[src/rtl/otter_wb_pkg.sv]
// Shared types for the OTTER register-file writeback path.
package otter_wb_pkg;
    localparam int XLEN       = 32;
    localparam int REG_ADDR_W = 5;

    typedef struct packed {
        logic [REG_ADDR_W-1:0] rd;
        logic [XLEN-1:0]       data;
    } wb_entry_t;

    typedef enum logic [1:0] {
        SEL_NONE,
        SEL_ALU,
        SEL_MC
    } wb_sel_t;
endpackage

[src/rtl/wb_fifo.sv]
// Small synchronous FIFO of writeback entries; head is visible on dout whenever non-empty.
module wb_fifo
    import otter_wb_pkg::*;
#(
    parameter int DEPTH = 2,
    localparam int AW = $clog2(DEPTH)
) (
    input  logic      clk,
    input  logic      rst,
    input  logic      push,
    input  logic      pop,
    input  wb_entry_t din,
    output wb_entry_t dout,
    output logic      full,
    output logic      empty,
    output logic [AW:0] count
);
    wb_entry_t      mem [DEPTH];
    logic [AW-1:0]  wr_ptr;
    logic [AW-1:0]  rd_ptr;
    logic [AW:0]    count_q;

    assign dout  = mem[rd_ptr];
    assign count = count_q;
    assign full  = (count_q == (AW+1)'(DEPTH));
    assign empty = (count_q == '0);

    always_ff @(posedge clk) begin
        if (push) begin
            mem[wr_ptr] <= din;
        end
    end

    // Pointers are AW bits wide, so they wrap modulo DEPTH on their own.
    always_ff @(posedge clk) begin
        if (rst) begin
            wr_ptr  <= '0;
            rd_ptr  <= '0;
            count_q <= '0;
        end else begin
            if (push) wr_ptr <= wr_ptr + 1'b1;
            if (pop)  rd_ptr <= rd_ptr + 1'b1;
            case ({push, pop})
                2'b10:   count_q <= count_q + 1'b1;
                2'b01:   count_q <= count_q - 1'b1;
                default: count_q <= count_q;
            endcase
        end
    end
endmodule

[src/rtl/rf_writeback.sv]
// Merges ALU and multicycle results into one registered register-file write per cycle,
// with a starvation guard for buffered results and a busy scoreboard for decode stalls.
module rf_writeback #(
    parameter int XLEN         = 32,
    parameter int FIFO_DEPTH   = 2,
    parameter int STARVE_LIMIT = 4
) (
    input  logic            clk,
    input  logic            rst,
    input  logic            alu_valid,
    input  logic [4:0]      alu_rd,
    input  logic [XLEN-1:0] alu_data,
    output logic            alu_stall,
    input  logic            mc_valid,
    output logic            mc_ready,
    input  logic [4:0]      mc_rd,
    input  logic [XLEN-1:0] mc_data,
    input  logic            iss_valid,
    input  logic [4:0]      iss_rd,
    output logic            rf_en,
    output logic [4:0]      rf_wa,
    output logic [XLEN-1:0] rf_wd,
    output logic [31:0]     busy
);
    import otter_wb_pkg::*;

    localparam int CW = $clog2(STARVE_LIMIT + 1);
    localparam logic [CW-1:0] STARVE_MAX = CW'(STARVE_LIMIT);

    wb_entry_t                    head;
    wb_entry_t                    mc_entry;
    logic                         fifo_full;
    logic                         fifo_empty;
    logic                         fifo_push;
    logic                         fifo_pop;
    logic [$clog2(FIFO_DEPTH):0]  fifo_count;
    logic                         has_head;
    logic                         alu_wr;
    logic                         starved;
    wb_sel_t                      sel;
    logic [CW-1:0]                starve_q;
    logic [CW-1:0]                starve_nxt;
    logic [31:0]                  busy_q;
    logic [31:0]                  busy_nxt;
    logic [4:0]                   wr_rd;
    logic [XLEN-1:0]              wr_data;
    logic                         rf_en_p1;
    logic [4:0]                   rf_wa_p1;
    logic [XLEN-1:0]              rf_wd_p1;

    assign mc_ready  = !fifo_full;
    assign mc_entry  = '{rd: mc_rd, data: mc_data};
    assign fifo_push = mc_valid && mc_ready && (mc_rd != '0);
    assign fifo_pop  = (sel == SEL_MC);

    wb_fifo #(.DEPTH(FIFO_DEPTH)) u_fifo (
        .clk   (clk),
        .rst   (rst),
        .push  (fifo_push),
        .pop   (fifo_pop),
        .din   (mc_entry),
        .dout  (head),
        .full  (fifo_full),
        .empty (fifo_empty),
        .count (fifo_count)
    );

    // Stage p0: pick one writer; a starved head outranks the ALU for one cycle.
    always_comb begin
        has_head   = !fifo_empty;
        alu_wr     = alu_valid && (alu_rd != '0);
        starved    = has_head && (starve_q == STARVE_MAX);
        sel        = SEL_NONE;
        starve_nxt = starve_q;
        alu_stall  = 1'b0;
        wr_rd      = head.rd;
        wr_data    = head.data;
        if (starved) begin
            sel        = SEL_MC;
            alu_stall  = 1'b1;
            starve_nxt = '0;
        end else if (alu_wr) begin
            sel     = SEL_ALU;
            wr_rd   = alu_rd;
            wr_data = alu_data;
            if ((fifo_count != '0) && (starve_q != STARVE_MAX)) begin
                starve_nxt = starve_q + 1'b1;
            end
        end else if (has_head) begin
            sel        = SEL_MC;
            starve_nxt = '0;
        end
    end

    // A new issue to the same register wins over the clear from a retiring entry.
    always_comb begin
        busy_nxt = busy_q;
        if (sel == SEL_MC) begin
            busy_nxt[head.rd] = 1'b0;
        end
        if (iss_valid && (iss_rd != '0)) begin
            busy_nxt[iss_rd] = 1'b1;
        end
        busy_nxt[0] = 1'b0;
    end

    // Stage p1: registered write port and scoreboard.
    always_ff @(posedge clk) begin
        if (rst) begin
            rf_en_p1 <= 1'b0;
            rf_wa_p1 <= '0;
            rf_wd_p1 <= '0;
            starve_q <= '0;
            busy_q   <= '0;
        end else begin
            rf_en_p1 <= (sel != SEL_NONE);
            if (sel != SEL_NONE) begin
                rf_wa_p1 <= wr_rd;
                rf_wd_p1 <= wr_data;
            end
            starve_q <= starve_nxt;
            busy_q   <= busy_nxt;
        end
    end

    assign rf_en = rf_en_p1;
    assign rf_wa = rf_wa_p1;
    assign rf_wd = rf_wd_p1;
    assign busy  = busy_q;
endmodule

[config.mk]
export PLATFORM = sky130hd
export DESIGN_NAME = rf_writeback
export DESIGN_NICKNAME = d
export VERILOG_FILES = /design/src/rtl/otter_wb_pkg.sv /design/src/rtl/wb_fifo.sv /design/src/rtl/rf_writeback.sv
export SDC_FILE = /design/constraint.sdc
export NUM_CORES = 1
export LEC_CHECK = 0
export BUFFER_PORTS_ARGS = -buffer_cell sky130_fd_sc_hd__buf_4
export CAP_MARGIN = 20
export CORE_AREA = 5 5 80 155
export CTS_CLUSTER_SIZE = 16
export DETAILED_ROUTE_END_ITERATION = 8
export DIE_AREA = 0 0 85 160
export PLACE_DENSITY = 0.83
export SLEW_MARGIN = 20
export SYNTH_ARGS = -nofsm -noshare
export SYNTH_HDL_FRONTEND = slang
export SYNTH_HIERARCHICAL = 1
export SYNTH_SLANG_ARGS = --single-unit
[constraint.sdc]
create_clock -name clk -period 4.5 [get_ports clk]
set_input_delay 0.9 -clock clk [delete_from_list [all_inputs] [get_ports clk]]
set_output_delay 0.9 -clock clk [all_outputs]
set_load 0.02 [all_outputs]
==> results of run 1 <==
## through the flow
stage / power, W / instance area, um2 / setup WS [ps]
after global routing: 0.00443 / 7940 / 1660
after floorplan: 0.00250 / 6120 / 1270
final: 0.00425 / 7940 / 1830
after CTS: 0.00427 / 7940 / 1820
after detailed placement: 0.00290 / 7360 / 1680
after global placement: 0.00285 / 7360 / 1780
## critical path: stages (launching register included)
cell and delay (ps):
dfxtp_2 310, buf_4 410, mux2_2 480, nor3b_1 550
nand2_1 110, or3_2 430, a32o_1 260
## kinds of logic after synthesis
group / after synthesis / synth area share, %
AO/OA/AOI/OAI: 86 / 12.3
XOR/XNOR: 4 / 0.573
adder cells (fa/ha/maj): 3 / 0.614
buffers and inverters: 36 / 2.92
flip-flops: 151 / 61.5
multiplexers: 38 / 7.00
other: 1 / 0.0613
AND/OR/NAND/NOR: 173 / 15.0
## final timing paths
check	start	to	slack (ps)
max	flip-flop	busy[17]	1830
max reg2reg	flip-flop	busy[17]	1830
min	busy[14]	busy[14]	470
min reg2reg	busy[14]	busy[14]	470
## per-layer routing
| metal | part of all wire, % | routed length, um | vias to the layer above |
|---|---|---|---|
| met5 | 0 | 0 | - |
| met4 | 4.9 | 778 | 0 |
| met3 | 6.4 | 1020 | 52 |
| met2 | 55 | 8670 | 188 |
| met1 | 34 | 5430 | 2221 |
| li1 | - | - | 2143 |
## registers in the layout, summed over array words and instances (netlist names), named ones only
name and count:
rf_wd 32, starve_q 3, u_fifo/count 2, u_fifo/rd_ptr 1
busy 31, rf_en 1, u_fifo/mem 74, u_fifo/wr_ptr 1
rf_wa 5
## cell usage in the layout (no fill, tap or decap), drive strengths merged, types with 12 or more instances in the layout
cell and count:
nand2 58, edfxtp 74, buf 160, nor3 18, clkbuf 17, a32o 20, o21ai 13, inv 12
a221o 32, nor2 17, dfxtp 77, mux2 38, or3 23, and2 34
## cell type report
type                       count  area [um2]
inverter                       6        22.5
clock inverter                15         146
sequential                   151        3760
timing repair buffer         160        1200
fill                         775        3010
tap                          140         175
clock buffer                  17         425
multi-input combinational    305        2200
## power by group
part	switching, W	internal [W]
logic	0.000646	0.000461
registers	0.0000949	0.00168
clock network	0.000592	0.000775
total	0.00133	0.00291
==> metrics.csv, run 1 <==
stage;metric;value;unit
routing;post_drt_via_cell_ratio;5.80;
logic_synthesis;ys_seq_area_share;61.5;%
timing;setup_tns;0;ps
grt;grt_antenna_before_repair;0;
flow_run;drv_cap;0;
cts;holdBufCountCts;0;
timing;slew_headroom;23.3;%
placed_design;dp_hpwl;11.3;mm
floorplanning;coreArea;0.0109;mm2
timing;rsz0062_at_grt;no;
floorplanning;die_y;160;um
logic_synthesis;synth.distinct_cells;42;
logic_synthesis;syn_nets;579;
logic_synthesis;async_flop_share;0;%
timing;timing.hold.ws;474;ps
worst_setup_path;crit_fanout;37;
routing;first_pass_iters;5;
floorplanning;io_pins;156;
cts;cts.clk_slew.worst_paths;60;ps
routing;routed_wl;15.9;mm
cts;htree_levels;4;
grt;grt_pass1_wl;25.1;mm
grt;use_met3;6.60;%
floorplanning;dieArea;0.0136;mm2
layout;fin_util;72.5;%
power;ir_worst_vdd;0.000390;V
worst_setup_path;r2r_cells;6;
timing;tightest_slew;1150;ps
timing;fmax;374;MHz
logic_synthesis;syn_inst;492;
layout;final_nets;728;
grt;grt_usage;23.7;%
worst_setup_path;cp-start-kind;flip-flop;
cts;clock-root-buffer;clkbuf_16;
cts;cts_made_buffers;17;
layout;final_cells;794;
grt;grt_max_degree;40;
cts;cts_setup_buffers;0;
status;status;complete, no violations;
cts;cts_num_sinks;151;
timing;final_max_slew_viol_count;0;
worst_hold_path;hold_class;flip-flop to flip-flop;
worst_setup_path;required;4810;ps
worst_setup_path;critPathArrivalTime;2980;ps
grt;met2_usage;42.3;%
floorplanning;fp.dieW;85;um
layout;antennaDiodeCount;0;
routing;drtAntennaViolNets;0;
timing;timing.final.crit_period;2670;ps
placed_design;port_buffers;154;
timing;hold_viol;0;
timing;skew;9.68;ps
cts;cts_tree;built;
logic_synthesis;ys.warnings.count;6;
logic_synthesis;syn_area_per_cell;12.4;um2
layout;layout-drive-gt1-share;37.3;%
logic_synthesis;ys_ff_latch;151;
routing;routedWlPerCell;20.0;um
cts;clockBufferDepth;2;
grt;busiest_layer;met2;
cts;cts_resized;0;
floorplanning;rows;54;
logic_synthesis;yosys.area.top_type;edfxtp_1;
worst_setup_path;crit_type;flip-flop to flip-flop;
logic_synthesis;synth_top_area_share;36.3;%
logic_synthesis;yosysMostFrequentCell;dfxtp_1;
layout;area_delta_synth_final;29.7;%
cts;insertion_delay;410;ps
grt;gr-total-overflow;0;
timing;setup_viol;0;
worst_hold_path;whs_path_depth;2;
logic_synthesis;synth_enable_flop_cells;74;
grt;grt_pass1_vias;4977;
placed_design;gp_congestion;0.898;
power;power_density;535;mW/mm2
grt;use_met1;23.3;%
placed_design;dp.cells;762;
routing;drt-initial-drc-count;213;
timing;finalCritPeriodShare;59.4;%
logic_synthesis;synth.area.top_cells;edfxtp_1, dfxtp_1, mux2_2, a221o_1, nand2_1;
worst_setup_path;end_kind;flip-flop;
power;p_leak;3.13;nW
logic_synthesis;synth_common_cells;dfxtp_1, edfxtp_1, nand2_1, mux2_2, and2_1;
routing;vias;4604;
routing;route.detailed.drc;0;
floorplanning;start_util;55.9;%
logic_synthesis;netlist_area;0.00612;mm2
logic_synthesis;synth_flop_cell;dfxtp_1;
(Power assumes the default switching activity.)
==> run 2, diff against run 1 <==
Settings changed: CORE_AREA 5 5 80 155 to 5 5 86 168, DIE_AREA 0 0 85 160 to 0 0 91 173, PLACE_DENSITY 0.83 to 0.75.
Clock period 4.5 ns to 2.23 ns, I/O delays scaled along.
==> run 2 against run 1 <==
  * Fmax up 28%
  * Critical endpoint is now busy[3]
  * Global-route usage down 3.3 points
  * Combinational power up 120%
==> metrics.csv, run 2 (same netlist as run 1, synthesis figures left out) <==
stage;metric;value;unit;change
power;power_density;1080;mW/mm2;was 535 mW/mm2
power;power_frac_comb;27.2;%;was 26.0%
floorplanning;io_pins;156;;unchanged
routing;first_pass_iters;4;;was 5
timing;hold_viol;0;;unchanged
floorplanning;coreArea;0.0129;mm2;was 0.0109 mm2
floorplanning;dieArea;0.0157;mm2;was 0.0136 mm2
floorplanning;start_util;47.4;%;was 55.9%
worst_setup_path;crit_slowest_cell;mux2_2;;was nor3b_1
routing;drt-initial-drc-count;194;;was 213
placed_design;port_buffers;154;;unchanged
timing;timing.final.crit_period;2090;ps;was 2670 ps
timing;slew_headroom;54.7;%;was 23.3%
layout;final_cells;829;;was 794
timing;skew;10.7;ps;was 9.68 ps
routing;route.detailed.drc;0;;unchanged
layout;final_common_cell;buf_4;;unchanged
grt;grt_max_degree;39;;was 40
flow_run;drv_cap;0;;unchanged
power;netSwitchingFraction;31.3;%;was 31.4%
layout;top_register;u_fifo/mem;;unchanged
layout;antennaDiodeCount;0;;unchanged
timing;fmax;478;MHz;was 374 MHz
floorplanning;die_y;173;um;was 160 um
timing;timing.hold.ws;214;ps;was 474 ps
cts;clock-root-buffer;clkbuf_16;;unchanged
grt;grt_pass1_wl;25.4;mm;was 25.1 mm
timing;rsz0062_at_grt;no;;unchanged
cts;clockBufferDepth;2;;unchanged
cts;htree_levels;4;;unchanged
grt;grt_pass1_vias;4975;;was 4977
worst_setup_path;cp-start-kind;flip-flop;;unchanged
routing;post_drt_via_cell_ratio;5.59;;was 5.80
floorplanning;rows;59;;was 54
grt;grt_antenna_before_repair;0;;unchanged
layout;fillers;991;;was 775
floorplanning;fp.dieW;91;um;was 85 um
timing;final_max_slew_viol_count;0;;unchanged
routing;routed_wl;16.3;mm;was 15.9 mm
power;p_clk_share;32.3;%;was 32.2%
status;status;complete, no violations;;unchanged
cts;cts_tree;built;;unchanged
power;p_leak;3.27;nW;was 3.13 nW
worst_setup_path;required;2540;ps;was 4810 ps
timing;finalCritPeriodShare;93.8;%;was 59.4%
cts;cts.clk_slew.worst_paths;70;ps;was 60 ps
grt;grt_usage;20.4;%;was 23.7%
power;switching_power;0.00276;W;was 0.00133 W
cts;insertion_delay;420;ps;was 410 ps
grt;gr-total-overflow;0;;unchanged
routing;vias;4634;;was 4604
layout;layout-drive-gt1-share;39.6;%;was 37.3%
worst_setup_path;end_kind;flip-flop;;unchanged
cts;holdBufCountCts;0;;unchanged
cts;cts_setup_buffers;0;;unchanged
power;seqPwrFrac;40.5;%;was 41.8%
layout;largest_reg_flops;74;;unchanged
routing;drtAntennaViolNets;0;;unchanged
power;ir_worst_vdd;0.000835;V;was 0.000390 V
worst_setup_path;max_stage_delay;450;ps;was 550 ps
worst_setup_path;critPathArrivalTime;2400;ps;was 2980 ps
power;p_int;0.00606;W;was 0.00291 W
worst_hold_path;hold_class;input pin to flip-flop;;was flip-flop to flip-flop
placed_design;gp_congestion;0.861;;was 0.898
layout;final_nets;751;;was 728
placed_design;dp.cells;796;;was 762
timing;setup_viol;0;;unchanged
cts;cts_made_buffers;17;;unchanged
placed_design;dp_hpwl;12.1;mm;was 11.3 mm
layout;final_cell_mix;buf_4, dfxtp_1, edfxtp_1, nand2_1, mux2_2;;unchanged
cts;cts_num_sinks;151;;unchanged
worst_setup_path;crit_chain;mux2_2 -> nor3_1 -> nand2_1 -> or3_1 -> a32o_1;;was buf_4 -> mux2_2 -> nor3b_1 -> nand2_1 -> or3_2 -> a32o_1
timing;tightest_slew;674;ps;was 1150 ps
worst_setup_path;crit_type;flip-flop to flip-flop;;unchanged
routing;routedWlPerCell;19.7;um;was 20.0 um
worst_setup_path;crit_fanout;9;;was 37
layout;area_delta_synth_final;33.4;%;was 29.7%
## run 2: layout make-up
class / instances / area (um2) / share of cell area [%]
Multi-Input combinational cell: 306 / 2210 / 27.1
Inverter: 6 / 22.5 / 0.276
Sequential cell: 151 / 3770 / 46.1
Clock buffer: 18 / 439 / 5.38
Clock inverter: 14 / 156 / 1.92
Timing Repair Buffer: 182 / 1380 / 16.9
Tap cell: 152 / 190 / 2.33
## run 2: power groups by stage
| stage | combinational, W | sequential [W] | clock, W |
|---|---|---|---|
| after global placement | 0.00232 | 0.00360 | 0 |
| final | 0.00240 | 0.00357 | 0.00285 |
| after global routing | 0.00256 | 0.00361 | 0.00305 |
| after detailed placement | 0.00238 | 0.00362 | 0 |
| after CTS | 0.00239 | 0.00357 | 0.00290 |
| after floorplan | 0.00128 | 0.00378 | 0 |
## run 2: metal layers
layer	share of wire, %	GRT usage (%)
met5	0	0
met2	57	38.7
met3	6.0	5.43
met1	35	20.7
met4	2.4	7.65
## run 2: through the flow
step | power [W] | util, % | setup slack, ps | TNS [ps] | area, um2
2_1_floorplan | 0.00506 | - | 5.25 | 0 | 6140
3_3_place_gp | 0.00592 | 58.5 | 37.2 | 0 | 7560
3_5_place_dp | 0.00600 | 58.5 | -31.6 | -31.6 | 7560
4_1_cts | 0.00887 | 63.1 | 84.3 | 0 | 8150
5_1_grt | 0.00922 | 63.2 | 38.6 | 0 | 8160
6_report | 0.00882 | 63.2 | 138 | 0 | 8160
## run 2: repair_timing
action                                  4_1_cts  5_1_grt
endpoints found under the setup margin        0       37
gates resized for setup                       0        1
hold endpoints to repair                      0        0
## run 2: worst paths after layout
kind | depth (start not counted) | slack [ps] | from | to
max | 5 | 140 | flip-flop | busy[3]
min | 1 | 210 | mc_data[0] | u_fifo/mem[1][0]
max reg2reg | 5 | 140 | flip-flop | busy[3]
min reg2reg | 2 | 480 | busy[4] | busy[4]
## run 2: worst max-delay path: cells and delay by family, from the launching register on
family,cells,cell delay (ps)
compound gates,1,260
flops,1,420
mux,1,450
simple gates,3,860
==> run 3, diff against run 2 <==
Settings changed: BUFFER_PORTS_ARGS -buffer_cell sky130_fd_sc_hd__buf_4 to -buffer_cell sky130_fd_sc_hd__buf_2.
==> run 3 against run 2 <==
  * Clock power fell by 4%
  * Cell count is 0.12% lower
  * Wire length down 3.5%
  * Global-route usage decreased by 0.55 points
  * Final area decreased by 5.2%
  * First-iteration DRC count decreased by 0.52%
  * Sequential share of layout area up 2.5 points
  * Power is 3.0% lower
  * Utilization fell by 3.3 points
  * Worst setup slack got worse by 5.6 ps
==> metrics.csv, run 3 (same netlist as run 1, synthesis figures left out) <==
stage;metric;value;unit;change
status;status;complete, no violations;;unchanged
routing;drt-initial-drc-count;193;;was 194
worst_setup_path;crit_slowest_cell;a221oi_2;;was mux2_2
cts;clock-root-buffer;clkbuf_16;;unchanged
worst_setup_path;required;2570;ps;was 2540 ps
routing;routedWlPerCell;19.0;um;was 19.7 um
floorplanning;io_pins;156;;unchanged
routing;post_drt_via_cell_ratio;5.56;;was 5.59
worst_hold_path;hold_class;input pin to flip-flop;;unchanged
worst_setup_path;worst-path-buf-inv;1;;was 0
layout;final_common_cell;buf_2;;was buf_4
grt;grt_usage;19.9;%;was 20.4%
worst_setup_path;crit_start;starve_q[1];;
placed_design;dp_hpwl;11.6;mm;was 12.1 mm
worst_setup_path;regToRegStartpoint;starve_q[1];;
placed_design;dp_slack;16.0;ps;was -31.6 ps
grt;grt_max_degree;38;;was 39
grt;grt_antenna_before_repair;0;;unchanged
floorplanning;fp.dieW;91;um;unchanged
worst_setup_path;crit_chain;inv_1 -> ha_2 -> a221oi_2 -> nor2_1 -> ha_1 -> or3_1 -> a21oi_1;;was mux2_2 -> nor3_1 -> nand2_1 -> or3_1 -> a32o_1
timing;final_max_slew_viol_count;0;;unchanged
timing;hold_viol;0;;unchanged
timing;fin_ws;132;ps;was 138 ps
flow_run;drv_cap;0;;unchanged
worst_setup_path;endpoint;u_fifo/count[1];;was busy[3]
grt;gr-total-overflow;0;;unchanged
cts;htree_levels;4;;unchanged
layout;antennaDiodeCount;0;;unchanged
layout;fillers;1063;;was 991
layout;final_nets;750;;was 751
placed_design;port_buffers;154;;unchanged
layout;fin_util;59.9;%;was 63.2%
cts;clockBufferDepth;2;;unchanged
routing;first_pass_iters;4;;unchanged
layout;final_cell_mix;buf_2, dfxtp_1, edfxtp_1, nand2_1, mux2_2;;was buf_4, dfxtp_1, edfxtp_1, nand2_1, mux2_2
cts;cts_setup_buffers;0;;unchanged
worst_setup_path;crit_type;flip-flop to flip-flop;;unchanged
timing;finalCritPeriodShare;94.1;%;was 93.8%
placed_design;gp_congestion;0.817;;was 0.861
worst_setup_path;cpLargestDelayFamily;adder cells;;was simple AND/OR/NAND/NOR gates
floorplanning;coreArea;0.0129;mm2;unchanged
timing;fmax;477;MHz;was 478 MHz
cts;cts_num_sinks;151;;unchanged
worst_setup_path;r2r_cells;7;;was 5
timing;skew;10.0;ps;was 10.7 ps
routing;route.detailed.drc;0;;unchanged
floorplanning;rows;59;;unchanged
timing;tightest_slew;615;ps;was 674 ps
grt;grt_pass1_vias;4873;;was 4975
worst_setup_path;max_stage_delay;400;ps;was 450 ps
timing;slew_headroom;58.9;%;was 54.7%
worst_setup_path;rr_endpoint;u_fifo/count[1];;was busy[3]
power;ir_worst_vdd;0.000801;V;was 0.000835 V
worst_setup_path;cp-start-kind;flip-flop;;unchanged
timing;setup_tns;0;ps;unchanged
cts;cts.clk_slew.worst_paths;70;ps;about the same
layout;largest_reg_flops;74;;unchanged
worst_setup_path;reg2reg_setup_slack;130;ps;was 140 ps
routing;drtAntennaViolNets;0;;unchanged
layout;top_register;u_fifo/mem;;unchanged
routing;vias;4606;;was 4634
worst_setup_path;worstSetupPathDepth;7;;was 5
floorplanning;die_y;173;um;unchanged
worst_setup_path;critPathArrivalTime;2440;ps;was 2400 ps
timing;setup_viol;0;;unchanged
cts;insertion_delay;410;ps;was 420 ps
cts;holdBufCountCts;0;;unchanged
floorplanning;start_util;47.4;%;unchanged
cts;cts_tree;built;;unchanged
cts;cts_made_buffers;17;;unchanged
layout;area_delta_synth_final;26.5;%;was 33.4%
worst_setup_path;crit_fanout;4;;was 9
worst_setup_path;end_kind;flip-flop;;unchanged
layout;layout-drive-gt1-share;39.3;%;was 39.6%
timing;rsz0062_at_grt;no;;unchanged
routing;routed_wl;15.7;mm;was 16.3 mm
power;power_density;1100;mW/mm2;was 1080 mW/mm2
timing;timing.final.crit_period;2100;ps;was 2090 ps
power;p_leak;3.17;nW;was 3.27 nW
grt;grt_pass1_wl;24.8;mm;was 25.4 mm
floorplanning;dieArea;0.0157;mm2;unchanged
cts;cts_resized;0;;unchanged
## run 3: cell types whose count changed in the layout (fill, tap and decap cells not counted)
cell,change
buf_4,-155
buf_2,+154
bufinv_16,-1
clkbuf_1,+1
clkbuf_8,-1
clkinv_4,+1
inv_6,-1
inv_8,+1
## run 3: power by group
| part | switching [W] | total (W) | internal [W] |
|---|---|---|---|
| Clock | 0.00126 | 0.00275 | 0.00148 |
| Sequential | 0.000177 | 0.00356 | 0.00338 |
| Combinational | 0.00132 | 0.00224 | 0.000919 |
## run 3: cell type report
class	instances	area [um2]	share of cell area, %
Tap cell	152	190	2.46
Timing Repair Buffer	181	986	12.7
Inverter	6	22.5	0.291
Multi-Input combinational cell	306	2210	28.5
Clock inverter	14	138	1.78
Sequential cell	151	3770	48.7
Clock buffer	18	429	5.54
## run 3: worst register-to-register path, stage by stage, from the launching register on
cell and delay, ps:
dfxtp_1 380, inv_1 60, ha_2 190, a221oi_2 400, nor2_1 150, ha_1 360, or3_1 350, a21oi_1 140
## run 3: worst min-delay path by stage
stage | start | to | slack (ps) | depth (start not counted)
floorplan | u_fifo/rd_ptr | flip-flop | 480 | 2
global placement | busy[4] | busy[4] | 460 | 2
detailed placement | busy[4] | busy[4] | 470 | 2
CTS | mc_data[2] | u_fifo/mem[0][2] | 200 | 1
global route | mc_data[2] | u_fifo/mem[0][2] | 190 | 1
finish | mc_data[2] | u_fifo/mem[0][2] | 220 | 1
## run 3: per-stage QoR
step | total power [W] | cells | area, um2 | hold WS (ps)
floorplan | 0.00506 | 492 | 6140 | 481
global placement | 0.00577 | 795 | 7160 | 456
detailed placement | 0.00585 | 795 | 7160 | 467
CTS | 0.00862 | 827 | 7730 | 196
global route | 0.00895 | 828 | 7740 | 189
finish | 0.00855 | 828 | 7740 | 218
## run 3: metal layers
| layer | part of all wire (%) | vias to the layer above | track usage [%] |
|---|---|---|---|
| met5 | 0 | - | 0 |
| met3 | 6.4 | 26 | 5.13 |
| li1 | - | 2187 | - |
| met4 | 2.3 | 0 | 7.53 |
| met1 | 34 | 2213 | 19.4 |
| met2 | 57 | 180 | 38.5 |
